--- src/rtl/dat_fifo_if.sv ---
// Handshake and status bundle between a DAT data-path client and dat_fifo.
// The client drives the request side through master; the buffer itself uses slave.
interface dat_fifo_if #(
    parameter int WIDTH  = 32,
    parameter int ADDR_W = 3
);
    logic              clear;
    logic              wr_enb;
    logic [WIDTH-1:0]  din;
    logic              rd_enb;
    logic [WIDTH-1:0]  dout;
    logic              empty;
    logic              full;
    logic              almost_full;
    logic              almost_empty;
    logic [ADDR_W:0]   count;
    logic              overflow;
    logic              underflow;

    modport master (
        output clear, wr_enb, din, rd_enb,
        input  dout, empty, full, almost_full, almost_empty, count, overflow, underflow
    );

    modport slave (
        input  clear, wr_enb, din, rd_enb,
        output dout, empty, full, almost_full, almost_empty, count, overflow, underflow
    );
endinterface

--- src/rtl/dat_fifo.sv ---
// First-word-fall-through buffer between the host data path and the DAT physical layer.
// All status is decoded from the registered count; dout is a direct read of the head slot.
module dat_fifo #(
    parameter int WIDTH    = 32,
    parameter int ADDR_W   = 3,
    parameter int AF_LEVEL = 6,
    parameter int AE_LEVEL = 1
) (
    input  logic      sd_clk,
    input  logic      rst_L,
    dat_fifo_if.slave bus
);
    localparam int              DEPTH     = 2 ** ADDR_W;
    localparam logic [ADDR_W:0] DEPTH_CNT = (ADDR_W+1)'(DEPTH);
    localparam logic [ADDR_W:0] AF_CNT    = (ADDR_W+1)'(AF_LEVEL);
    localparam logic [ADDR_W:0] AE_CNT    = (ADDR_W+1)'(AE_LEVEL);

    logic [WIDTH-1:0]  r_mem [DEPTH];
    logic [ADDR_W-1:0] r_wr_ptr;
    logic [ADDR_W-1:0] r_rd_ptr;
    logic [ADDR_W:0]   r_count;
    logic              r_overflow;
    logic              r_underflow;

    logic w_empty;
    logic w_full;
    logic w_push;
    logic w_pop;

    assign w_empty = (r_count == '0);
    assign w_full  = (r_count == DEPTH_CNT);

    // A full buffer still takes a push when the head leaves in the same cycle
    assign w_pop  = bus.rd_enb && !w_empty;
    assign w_push = bus.wr_enb && (!w_full || w_pop);

    always_ff @(posedge sd_clk) begin
        if (w_push && !bus.clear) begin
            r_mem[r_wr_ptr] <= bus.din;
        end
    end

    always_ff @(posedge sd_clk or negedge rst_L) begin
        if (!rst_L) begin
            r_wr_ptr    <= '0;
            r_rd_ptr    <= '0;
            r_count     <= '0;
            r_overflow  <= 1'b0;
            r_underflow <= 1'b0;
        end else if (bus.clear) begin
            r_wr_ptr    <= '0;
            r_rd_ptr    <= '0;
            r_count     <= '0;
            r_overflow  <= 1'b0;
            r_underflow <= 1'b0;
        end else begin
            if (w_push) begin
                r_wr_ptr <= r_wr_ptr + 1'b1;
            end
            if (w_pop) begin
                r_rd_ptr <= r_rd_ptr + 1'b1;
            end
            if (w_push && !w_pop) begin
                r_count <= r_count + 1'b1;
            end else if (w_pop && !w_push) begin
                r_count <= r_count - 1'b1;
            end
            // Pop on empty is flagged even when a push lands in the same cycle
            if (bus.wr_enb && !w_push) begin
                r_overflow <= 1'b1;
            end
            if (bus.rd_enb && w_empty) begin
                r_underflow <= 1'b1;
            end
        end
    end

    assign bus.dout         = w_empty ? '0 : r_mem[r_rd_ptr];
    assign bus.empty        = w_empty;
    assign bus.full         = w_full;
    assign bus.almost_full  = (r_count >= AF_CNT);
    assign bus.almost_empty = (r_count <= AE_CNT);
    assign bus.count        = r_count;
    assign bus.overflow     = r_overflow;
    assign bus.underflow    = r_underflow;
endmodule

--- src/flat_wrapper.sv ---
// flat-port wrapper written by rule: the top's interface ports become plain ports
module dat_fifo_flat 
#(
    parameter int WIDTH    = 32,
    parameter int ADDR_W   = 3,
    parameter int AF_LEVEL = 6,
    parameter int AE_LEVEL = 1
)
  (sd_clk, rst_L, bus_clear, bus_wr_enb, bus_din, bus_rd_enb, bus_dout, bus_empty, bus_full, bus_almost_full, bus_almost_empty, bus_count, bus_overflow, bus_underflow);
  dat_fifo_if #(.WIDTH(WIDTH), .ADDR_W(ADDR_W)) bus_i ();
  input  logic sd_clk;
  input  logic rst_L;
  input wire logic [$bits(bus_i.clear)-1:0] bus_clear;
  input wire logic [$bits(bus_i.wr_enb)-1:0] bus_wr_enb;
  input wire logic [$bits(bus_i.din)-1:0] bus_din;
  input wire logic [$bits(bus_i.rd_enb)-1:0] bus_rd_enb;
  output wire logic [$bits(bus_i.dout)-1:0] bus_dout;
  output wire logic [$bits(bus_i.empty)-1:0] bus_empty;
  output wire logic [$bits(bus_i.full)-1:0] bus_full;
  output wire logic [$bits(bus_i.almost_full)-1:0] bus_almost_full;
  output wire logic [$bits(bus_i.almost_empty)-1:0] bus_almost_empty;
  output wire logic [$bits(bus_i.count)-1:0] bus_count;
  output wire logic [$bits(bus_i.overflow)-1:0] bus_overflow;
  output wire logic [$bits(bus_i.underflow)-1:0] bus_underflow;
  assign bus_i.clear = bus_clear;
  assign bus_i.wr_enb = bus_wr_enb;
  assign bus_i.din = bus_din;
  assign bus_i.rd_enb = bus_rd_enb;
  assign bus_dout = bus_i.dout;
  assign bus_empty = bus_i.empty;
  assign bus_full = bus_i.full;
  assign bus_almost_full = bus_i.almost_full;
  assign bus_almost_empty = bus_i.almost_empty;
  assign bus_count = bus_i.count;
  assign bus_overflow = bus_i.overflow;
  assign bus_underflow = bus_i.underflow;
  dat_fifo #(.WIDTH(WIDTH), .ADDR_W(ADDR_W), .AF_LEVEL(AF_LEVEL), .AE_LEVEL(AE_LEVEL)) u_core (.sd_clk(sd_clk), .rst_L(rst_L), .bus(bus_i));
endmodule
--- config.mk ---
export PLATFORM = sky130hd
export DESIGN_NAME = dat_fifo_flat
export DESIGN_NICKNAME = d
export VERILOG_FILES = /design/src/rtl/dat_fifo_if.sv /design/src/rtl/dat_fifo.sv /design/src/flat_wrapper.sv
export SDC_FILE = /design/constraint.sdc
export NUM_CORES = 1
export LEC_CHECK = 0
export CAP_MARGIN = 20
export CORE_ASPECT_RATIO = 0.8
export CORE_MARGIN = 5
export CORE_UTILIZATION = 35
export DETAILED_ROUTE_END_ITERATION = 8
export GPL_ROUTABILITY_DRIVEN = 0
export MAX_ROUTING_LAYER = met4
export SYNTH_ARGS = -nofsm -noshare
export SYNTH_HDL_FRONTEND = slang
export SYNTH_SLANG_ARGS = --single-unit
export TNS_END_PERCENT = 30
--- constraint.sdc ---
create_clock -name sd_clk -period 10.6 [get_ports sd_clk]
set_input_delay 1.59 -clock sd_clk [delete_from_list [all_inputs] [get_ports sd_clk]]
set_output_delay 1.59 -clock sd_clk [all_outputs]
set_load 0.01 [all_outputs]
==> summary.txt, run 1 <==
STA
  • Tcrit/Tclk final: 0.468
  • Minimum clock period after layout: 4.96 ns
  • Max_slew headroom: 0.341
  • Max-slew violation count: 0
  • Worst-margin pin slew: 0.988 ns
  • Final hold viol count: 0
  • RSZ-0062 raised after global routing: false
  • Max Clk Rate: 201 MHz
  • Final setup vio count: 0
  • Setup TNS: 0 ns
  • Worst clock skew: about 0.022 ns

Run
  • Max Cap Viol: 0

Critical path
  • Setup crit start kind: register
  • Crit end category: output pin
  • WS Path Type: register to output pin
  • Peak fanout along the critical path: 25
  • CP Data Arrival Time: 3.37 ns
  • Critical Path RT: 9.01 ns

Floorplan
  • Starting Density: 0.357
  • Ports: 79
  • Die Ht: 165 um
  • Die span in x: 204 um
  • Full die area: approximately 0.034 sq mm
  • CORE AREA: 0.0296 sq mm
  • Rows: 56

Yosys
  • Most frequent cells after synthesis: 256 x edfxtp_1, 64 x mux4_2, 49 x nor2_1
  • Synthesized cell area: 0.0106 sq mm
  • Post-synth top area cell: edfxtp_1
  • Post-synth EDFFs: 256
  • #FFs+latches synth: 268
  • Synth async-reset ratio: 0.0448
  • Post-Syn Instances: 510
  • Synthesized net count: 554
  • Warning count from the yosys run: 0
  • Register area share after synthesis: 0.756
  • Yosys top cell area share: 0.727
  • Count leader, synth: edfxtp_1
  • Top FF cell, synth: edfxtp_1
  • Syn avg cell area: 20.7 sq um
  • Synth unique cells: 36
  • Area contributors post-synth: edfxtp_1 73%, mux4_2 14%, mux2i_1 3.3%

Global route
  • Largest net degree at the start of global routing: 67
  • First-pass GRT wire length: about 34,000 um
  • Initial antenna violation count: 1
  • GR Util All Layers: 0.137
  • Aggregate global routing overflow: 0
  • Number of global-route vias before repair: 5,535

Place
  • Placed wire-length estimate: 12,700 um
  • Count of buffers from port buffering: just under 80
  • Placed cells: 983

Cells and area
  • Ratio of cells with drive above 1 in the final layout: 0.204
  • Reg area: between 0.007 and 0.008 sq mm
  • Number of fill cells: 2,591
  • Syn-to-layout area delta: 20.7%
  • Multi-input logic area: 0.00252 sq mm
  • Final net count: 650
  • Non-filler cells, final: 1,031

CTS
  • Sink Count: 268
  • CTS Buf Count: 26
  • Max Buffers Root-to-Sink: 3
  • Post-CTS repair timing setup buffer count: 0
  • CTS tree: yes
  • Hold Buf Count CTS: 0
  • H-tree Lvls: 1
  • CTS-repair resized insts: 0
  • Root Buffer: clkbuf_16
  • CTS clk-pin slew, worst paths: 0.06 ns
  • Worst skew pair latency: 0.54 ns

Routing
  • Drt via density: about 5.0
  • First drt pass iteration count: 4
  • DRT Wirelength: 22,400 um
  • Initial DRC Count: slightly above 300
  • Remaining DRCs: 0
  • Post-route ant nets: 0
  • Vias: slightly above 5,000
  • DR WL/cell: 21.8 um

Power
  • Leakage: 3.96 nW
  • P_int: 0.00211 W
  • Clk pwr share: 0.306
  • Power density cells: 226 mW/mm^2
  • Sw frac: 0.269
  • Net Switching: approximately 0.00078 W
  • Reg power frac: 0.428
  • Max IR drop VDD: 132 uV
  • Total power: 0.00289 W
  • Comb pwr share: 0.267

Min path
  • HP Class: register to register

Outcome
  • Status: completed
[cell families after synthesis]
group                      synth area share
xor gates and xnor gates            0.00497
adders and majority gates           0.00829
buffers and inverters                0.0117
muxes                                 0.171
AOI/OAI and AO/OA                   0.00947
DFF                                   0.756
and+or+nand+nor                      0.0389
[cell usage in the layout (no fill, tap or decap), types with 2 or more instances in the layout]
master / netlist / routed
a21o_1: 2 / 2
a21oi_1: 5 / 5
and2_1: 2 / 2
buf_4: 0 / 14
bufinv_16: 0 / 2
clkbuf_1: 14 / 9
clkbuf_16: 0 / 26
clkdlybuf4s50_1: 0 / 78
clkinv_1: 0 / 3
clkinv_2: 0 / 2
clkinvlp_4: 0 / 3
dfrtp_1: 12 / 9
dfrtp_2: 0 / 2
edfxtp_1: 256 / 256
ha_1: 7 / 7
inv_1: 4 / 4
mux2i_1: 35 / 35
mux4_2: 64 / 64
nand2_1: 3 / 3
nand2b_1: 5 / 5
nand3_1: 3 / 3
nand3b_1: 3 / 3
nand4_1: 2 / 2
nor2_1: 49 / 43
nor2_4: 0 / 6
nor2b_1: 4 / 4
nor3_1: 4 / 2
nor3_2: 0 / 2
nor3b_1: 3 / 2
o21ai_0: 4 / 4
or3_1: 2 / 2
xnor2_1: 2 / 2
xor2_1: 4 / 4
[power groups by stage]
stage	sequential, W	clock (W)	combinational (W)
finish	0.00123	0.000882	0.000770
global route	0.00124	0.000954	0.000839
CTS	0.00124	0.000903	0.000782
detailed placement	0.00126	0	0.000777
global placement	0.00126	0	0.000768
floorplan	0.00124	0	0.000476
[final cells by class]
cell class / count / area share
multi-input combinational: 213 / 0.197
clock inverter: 11 / 0.00942
clock buffer: 35 / 0.0537
antenna: 1 / 0.000196
inverter: 4 / 0.00118
sequential: 268 / 0.627
tap: 406 / 0.0398
timing repair buffer: 93 / 0.0716
[per-stage QoR]
stage	area [sq um]	worst slack, ns	util	hold WS (ns)
finish	12800	5.64	0.431	0.503
global route	12800	5.39	0.431	0.530
CTS	12700	5.39	0.430	0.514
detailed placement	11900	5.96	0.403	0.499
global placement	11900	5.94	0.403	0.504
floorplan	10600	5.75	-	0.526
[path summary, 6_finish.rpt]
kind | startpoint | endpoint | slack, ns | cells after the start
max | u_core.bus.count[0] | bus_dout[29] | 5.64 | 6
min | u_core.bus.underflow | u_core.bus.underflow | 0.50 | 2
max reg2reg | u_core.bus.count[0] | u_core.r_mem[6][25] | 7.47 | 7
min reg2reg | u_core.bus.underflow | u_core.bus.underflow | 0.50 | 2
max in group asynchronous | rst_L | u_core.r_rd_ptr[0] | 8.70 | 1
min in group asynchronous | rst_L | u_core.bus.count[2] | 1.45 | 1
[flip-flops by register name, summed over array words and instances, names as in the netlist]
register,cells
u_core.r_wr_ptr,3
u_core.r_rd_ptr,3
u_core.bus.underflow,1
u_core.r_mem,256
u_core.bus.overflow,1
u_core.bus.count,4
[critical path, cell delays in order, from the launching register on]
cell,delay (ns)
dfrtp_1,0.45
inv_1,0.17
ha_1,0.26
nor3b_2,0.79
buf_4,0.50
nor2_1,0.15
clkdlybuf4s50_1,0.51
[layer usage]
metal  track usage  up-vias  wire [um]
met5             -        -          0
met2         0.218      155      10700
met3        0.0254       38       1270
met1         0.190     2698      10100
met4        0.0268        0        367
li1              -     2275          -
(Power assumes the default switching activity.)
==> run 2, diff against run 1 <==
clock period = 4.05 ns   (was 10.6 ns; I/O delays follow)
==> run 2 against run 1 <==
Flip-flop and latch count unchanged. Clock power grew to 2.6 times the previous value. Hold slack got worse by 0.036 ns. Setup slack got worse by 5.2 ns. Critical path type unchanged. Largest cell class unchanged.
==> summary.txt, run 2 (synthesis results as in run 1) <==
Run
  • Max Cap Viol: 0 (unchanged)

Global route
  • Initial antenna violation count: 0 (was 1)
  • GR Util All Layers: 0.137 (about the same)
  • Aggregate global routing overflow: 0 (unchanged)
  • Number of global-route vias before repair: 5,521 (was 5,535)
  • First-pass GRT wire length: 34,700 um (was 34,200 um)
  • Largest net degree at the start of global routing: 36 (was 67)

STA
  • Max_slew headroom: 0.408 (was 0.341)
  • RSZ-0062 raised after global routing: false (unchanged)
  • Setup TNS: 0 ns (unchanged)
  • PnR worst setup slack: 0.477 ns (was 5.64 ns)
  • Minimum clock period after layout: 3.57 ns
  • Max-slew violation count: 0 (unchanged)
  • Worst-margin pin slew: 0.888 ns (was 0.988 ns)
  • Max Clk Rate: 280 MHz
  • Final setup vio count: 0 (unchanged)
  • Worst clock skew: 0.0142 ns (was 0.0222 ns)
  • Tcrit/Tclk final: 0.882
  • Final hold viol count: 0 (unchanged)

Cells and area
  • Most common cell after layout, fill and taps aside: edfxtp_1 (unchanged)
  • Commonest cells after routing, fill and taps aside: 256 x edfxtp_1, 78 x clkdlybuf4s50_1, 64 x mux4_2, 43 x nor2_1, 35 x mux2i_1 (unchanged)
  • Final Core Density: 0.433 (was 0.431)
  • Final net count: 655 (was 650)
  • Max reg flops: 256 (unchanged)
  • Syn-to-layout area delta: 21.2% (was 20.7%)
  • Largest Register: u_core.r_mem (unchanged)
  • Ratio of cells with drive above 1 in the final layout: 0.214 (was 0.204)
  • Design area: 0.0128 sq mm (about the same)

Floorplan
  • CORE AREA: 0.0296 sq mm (unchanged)
  • Die Ht: 165 um (unchanged)
  • Starting Density: 0.357 (unchanged)
  • Rows: 56 (unchanged)
  • Die span in x: 204 um (unchanged)
  • Full die area: 0.0338 sq mm (unchanged)
  • Ports: 79 (unchanged)

Critical path
  • Crit end category: output pin (unchanged)
  • CP Data Arrival Time: 2.97 ns (was 3.37 ns)
  • WS Path Type: register to output pin (unchanged)
  • Top delay family on crit path: buffers and inverters (unchanged)
  • Peak fanout along the critical path: 19 (was 25)
  • Setup crit start kind: register (unchanged)
  • Crit-path slowest cell: dfrtp_4 (was nor3b_2)
  • Worst reg-to-reg setup slack: 1.05 ns (was 7.47 ns)
  • Critical Path RT: 3.44 ns (was 9.01 ns)
  • WP buf/inv: 2 (was 3)
  • CP cell instances: buf_4 > mux4_2 > mux2i_1 > nor2_1 > clkdlybuf4s50_1 (was inv_1 > ha_1 > nor3b_2 > buf_4 > nor2_1 > clkdlybuf4s50_1)
  • Critical Path Max Stage Delay: 0.66 ns (was 0.79 ns)

CTS
  • CTS tree: yes (unchanged)
  • Post-CTS repair timing setup buffer count: 0 (unchanged)
  • CTS Buf Count: 26 (unchanged)
  • Hold Buf Count CTS: 0 (unchanged)
  • Max Buffers Root-to-Sink: 3 (unchanged)
  • CTS clk-pin slew, worst paths: 0.06 ns (about the same)
  • Worst skew pair latency: 0.52 ns (was 0.54 ns)
  • CTS-repair resized insts: 0 (unchanged)
  • H-tree Lvls: 1 (unchanged)
  • Root Buffer: clkbuf_16 (unchanged)
  • Sink Count: 268 (unchanged)

Routing
  • Vias: 5,096 (was 5,166)
  • First drt pass iteration count: 5 (was 4)
  • Initial DRC Count: 340 (was 311)
  • Drt via density: 4.91 (was 5.01)
  • DRT Wirelength: 22,100 um (was 22,400 um)
  • Remaining DRCs: 0 (unchanged)
  • Post-route ant nets: 0 (unchanged)
  • DR WL/cell: 21.3 um (was 21.8 um)

Power
  • Clk pwr share: 0.305 (was 0.306)
  • Net Switching: 0.00205 W (was 0.000777 W)
  • Sw frac: 0.272 (was 0.269)
  • Leakage: 3.99 nW (was 3.96 nW)
  • P_int: 0.00549 W (was 0.00211 W)
  • Reg power frac: 0.432 (was 0.428)
  • Total power: 0.00754 W (was 0.00289 W)
  • Comb pwr share: 0.263 (was 0.267)
  • Power density cells: 589 mW/mm^2 (was 226 mW/mm^2)
  • Max IR drop VDD: 315 uV (was 132 uV)

Place
  • Dpl ws: 0.821 ns (was 5.96 ns)
  • Cell Area, Placed: 0.0120 sq mm (was 0.0119 sq mm)
  • Count of buffers from port buffering: 78 (unchanged)
  • Placed wire-length estimate: 13,900 um (was 12,700 um)

Outcome
  • Status: completed (unchanged)

Min path
  • HP Class: input pin to asynchronous set/reset pin (was register to register)
[run 2: cell types whose count changed in the layout (fill, tap and decap cells not counted), sizes merged]
cell	previous run	this run
buf	15	20
bufinv	2	1
clkbuf	35	34
clkinvlp	3	4
inv	4	7
[run 2: stage by stage]
step                      cells  hold slack, ns
after CTS                  1037           0.464
after floorplan             510           0.312
after global routing       1037           0.496
final                      1038           0.467
after global placement      989           0.483
after detailed placement    989           0.529
[run 2: area by class of cell]
cell class / count / area (sq um)
antenna: 1 / 2.50
tap: 406 / 508
clock buffer: 34 / 702
multi-input combinational: 213 / 2520
timing repair buffer: 98 / 956
clock inverter: 14 / 111
inverter: 4 / 15.0
sequential: 268 / 7990
fill: 2589 / 16800
[run 2: per-layer routing]
layer  track usage  part of all wire
met5             -                 0
met4        0.0234             0.015
met3        0.0228             0.059
met2         0.209              0.45
met1         0.200              0.47
[run 2: power by group through the flow]
stage          Sequential (W)  Clock (W)  Combinational (W)
2_1_floorplan         0.00323          0            0.00125
3_3_place_gp          0.00332          0            0.00201
3_5_place_dp          0.00333          0            0.00203
4_1_cts               0.00327    0.00238            0.00204
5_1_grt               0.00328    0.00249            0.00217
6_report              0.00326    0.00230            0.00198
[run 2: final timing paths]
kind	cells after the start	end	startpoint
worst max-delay path	5	bus_dout[25]	u_core.r_rd_ptr[0]
worst min-delay path	1	u_core.bus.count[3]	rst_L
worst max register to register	7	u_core.r_mem[7][29]	u_core.bus.count[0]
worst min register to register	2	u_core.bus.underflow	u_core.bus.underflow
max in group asynchronous	1	u_core.r_rd_ptr[0]	rst_L
min in group sd_clk	2	u_core.bus.underflow	u_core.bus.underflow
==> run 3, diff against run 2 <==
CTS_BUF_LIST = sky130_fd_sc_hd__clkbuf_2 sky130_fd_sc_hd__clkbuf_4 sky130_fd_sc_hd__clkbuf_8   (was unset)
==> run 3 against run 2 <==
Count of clock-buffer cells in the layout rose by 19. Fmax fell by 0.58%. First-iteration DRC count fell by 24%. Combinational power barely moved. Non-clock buffer count did not move. Final cell count rose by 1.9%. Via count rose by 1.5%. Register-to-register slack improved by 0.02 ns. Final area fell by 0.48%. Critical path depth did not move. Clock skew rose by 0.0092 ns. Utilization fell by 0.21 points.
==> summary.txt, run 3 (synthesis results as in run 1) <==
Routing
  • Remaining DRCs: 0 (unchanged)
  • Post-route ant nets: 0 (unchanged)
  • First drt pass iteration count: 4 (was 5)
  • Drt via density: 4.89 (was 4.91)
  • DRT Wirelength: 22,400 um (was 22,100 um)
  • Initial DRC Count: 258 (was 340)
  • DR WL/cell: 21.1 um (was 21.3 um)
  • Vias: 5,170 (was 5,096)

Floorplan
  • Ports: 79 (unchanged)
  • Die span in x: 204 um (unchanged)
  • Die Ht: 165 um (unchanged)
  • Starting Density: 0.357 (unchanged)
  • Rows: 56 (unchanged)
  • Full die area: 0.0338 sq mm (unchanged)
  • CORE AREA: 0.0296 sq mm (unchanged)

STA
  • Worst clock skew: 0.0234 ns (was 0.0142 ns)
  • Final hold viol count: 0 (unchanged)
  • Final setup vio count: 0 (unchanged)
  • Max_slew headroom: 0.406 (was 0.408)
  • Minimum clock period after layout: 3.59 ns (was 3.57 ns)
  • Tcrit/Tclk final: 0.887 (was 0.882)
  • Min Hold Slack: 0.457 ns (was 0.467 ns)
  • Setup TNS: 0 ns (unchanged)
  • RSZ-0062 raised after global routing: false (unchanged)
  • Worst-margin pin slew: 0.890 ns (was 0.888 ns)
  • Max Clk Rate: 278 MHz (was 280 MHz)
  • Max-slew violation count: 0 (unchanged)

CTS
  • Worst skew pair latency: 0.53 ns (was 0.52 ns)
  • Hold Buf Count CTS: 0 (unchanged)
  • CTS-repair resized insts: 0 (unchanged)
  • Root Buffer: clkbuf_8 (was clkbuf_16)
  • CTS tree: yes (unchanged)
  • H-tree Lvls: 2 (was 1)
  • Sink Count: 268 (unchanged)
  • CTS clk-pin slew, worst paths: 0.07 ns (was 0.06 ns)
  • Post-CTS repair timing setup buffer count: 0 (unchanged)
  • Max Buffers Root-to-Sink: 3 (unchanged)
  • CTS Buf Count: 41 (was 26)

Place
  • Cell Area, Placed: 0.0120 sq mm (unchanged)
  • Count of buffers from port buffering: 78 (unchanged)
  • Placed wire-length estimate: 13,900 um (unchanged)

Critical path
  • Peak fanout along the critical path: 19 (unchanged)
  • Worst reg-to-reg setup slack: 1.07 ns (was 1.05 ns)
  • Reg2reg start: u_core.bus.count[0] (unchanged)
  • Critical Path RT: 3.44 ns (about the same)
  • CP Data Arrival Time: 2.99 ns (was 2.97 ns)
  • WS Path Type: register to output pin (unchanged)
  • Crit end category: output pin (unchanged)
  • Reg2Reg Depth: 7 (unchanged)
  • RR Endpoint: u_core.r_mem[7][14] (was u_core.r_mem[7][29])
  • Capture point of the worst path: bus_dout[29] (was bus_dout[25])
  • Setup crit start kind: register (unchanged)
  • Critical Path Start: u_core.r_rd_ptr[0] (unchanged)

Cells and area
  • Largest Register: u_core.r_mem (unchanged)
  • Final Core Density: 0.431 (was 0.433)
  • Commonest cells after routing, fill and taps aside: 256 x edfxtp_1, 78 x clkdlybuf4s50_1, 64 x mux4_2, 43 x nor2_1, 41 x clkbuf_8 (was 256 x edfxtp_1, 78 x clkdlybuf4s50_1, 64 x mux4_2, 43 x nor2_1, 35 x mux2i_1)
  • Ratio of cells with drive above 1 in the final layout: 0.243 (was 0.214)
  • Max reg flops: 256 (unchanged)
  • Number of fill cells: 2,619 (was 2,589)
  • Most common cell after layout, fill and taps aside: edfxtp_1 (unchanged)
  • Final net count: 670 (was 655)
  • Design area: 0.0128 sq mm (about the same)
  • Syn-to-layout area delta: 20.6% (was 21.2%)

Global route
  • M2 GR Usage: 0.212 (was 0.209)
  • Number of global-route vias before repair: 5,649 (was 5,521)
  • Largest net degree at the start of global routing: 36 (unchanged)
  • First-pass GRT wire length: 35,000 um (was 34,700 um)
  • Initial antenna violation count: 0 (unchanged)
  • GR Util All Layers: 0.140 (was 0.137)
  • Aggregate global routing overflow: 0 (unchanged)
  • GRT busiest layer: met2 (unchanged)
  • Met3 Use GR: 0.0289 (was 0.0228)
  • Met1 GRT Util: 0.197 (was 0.200)

Power
  • Total power: 0.00735 W (was 0.00754 W)
  • Leakage: 4.00 nW (was 3.99 nW)
  • Power density cells: 577 mW/mm^2 (was 589 mW/mm^2)
  • Max IR drop VDD: 364 uV (was 315 uV)

Run
  • Max Cap Viol: 0 (unchanged)

Outcome
  • Status: completed (unchanged)

Min path
  • HP Class: input pin to asynchronous set/reset pin (unchanged)
==> run 3: cell type report <==
cell class | count | area (sq um) | area share
sequential | 268 | 7990 | 0.627
multi-input combinational | 213 | 2520 | 0.198
timing repair buffer | 98 | 956 | 0.0750
clock inverter | 15 | 97.6 | 0.00765
inverter | 4 | 15.0 | 0.00118
tap | 406 | 508 | 0.0398
clock buffer | 53 | 654 | 0.0513
antenna | 1 | 2.50 | 0.000196
==> run 3: per-layer routing <==
| layer | share of wire | vias to the layer above |
|---|---|---|
| li1 | - | 2306 |
| met1 | 0.47 | 2672 |
| met2 | 0.45 | 157 |
| met3 | 0.057 | 35 |
| met4 | 0.016 | 0 |
| met5 | 0 | - |
==> run 3: how the worst min path moves through the flow <==
stage / from / end / slack (ns) / cells past startpoint
2_1_floorplan: rst_L / u_core.bus.count[0] / 0.31 / 0
3_3_place_gp: u_core.bus.overflow / u_core.bus.overflow / 0.48 / 2
3_5_place_dp: u_core.bus.underflow / u_core.bus.underflow / 0.53 / 2
4_1_cts: rst_L / u_core.bus.count[3] / 0.46 / 1
5_1_grt: rst_L / u_core.bus.count[3] / 0.47 / 1
6_report: rst_L / u_core.bus.count[3] / 0.46 / 1
==> run 3: stage by stage <==
stage          std cells  setup WS, ns
2_1_floorplan        510        0.0319
3_3_place_gp         989         0.829
3_5_place_dp         989         0.821
4_1_cts             1057         0.348
5_1_grt             1057         0.190
6_report            1058         0.456
==> run 3: worst max-delay path, stage by stage, from the launching register on <==
cell             delay (ns)
dfrtp_4                0.67
buf_4                  0.44
mux4_2                 0.56
mux2i_1                0.19
nor2_1                 0.06
clkdlybuf4s50_1        0.51
==> run 3: report_power, final <==
part           total [W]  internal (W)  switching, W
sequential       0.00326       0.00313      0.000130
combinational    0.00198       0.00106      0.000921
clock            0.00210       0.00111      0.000991
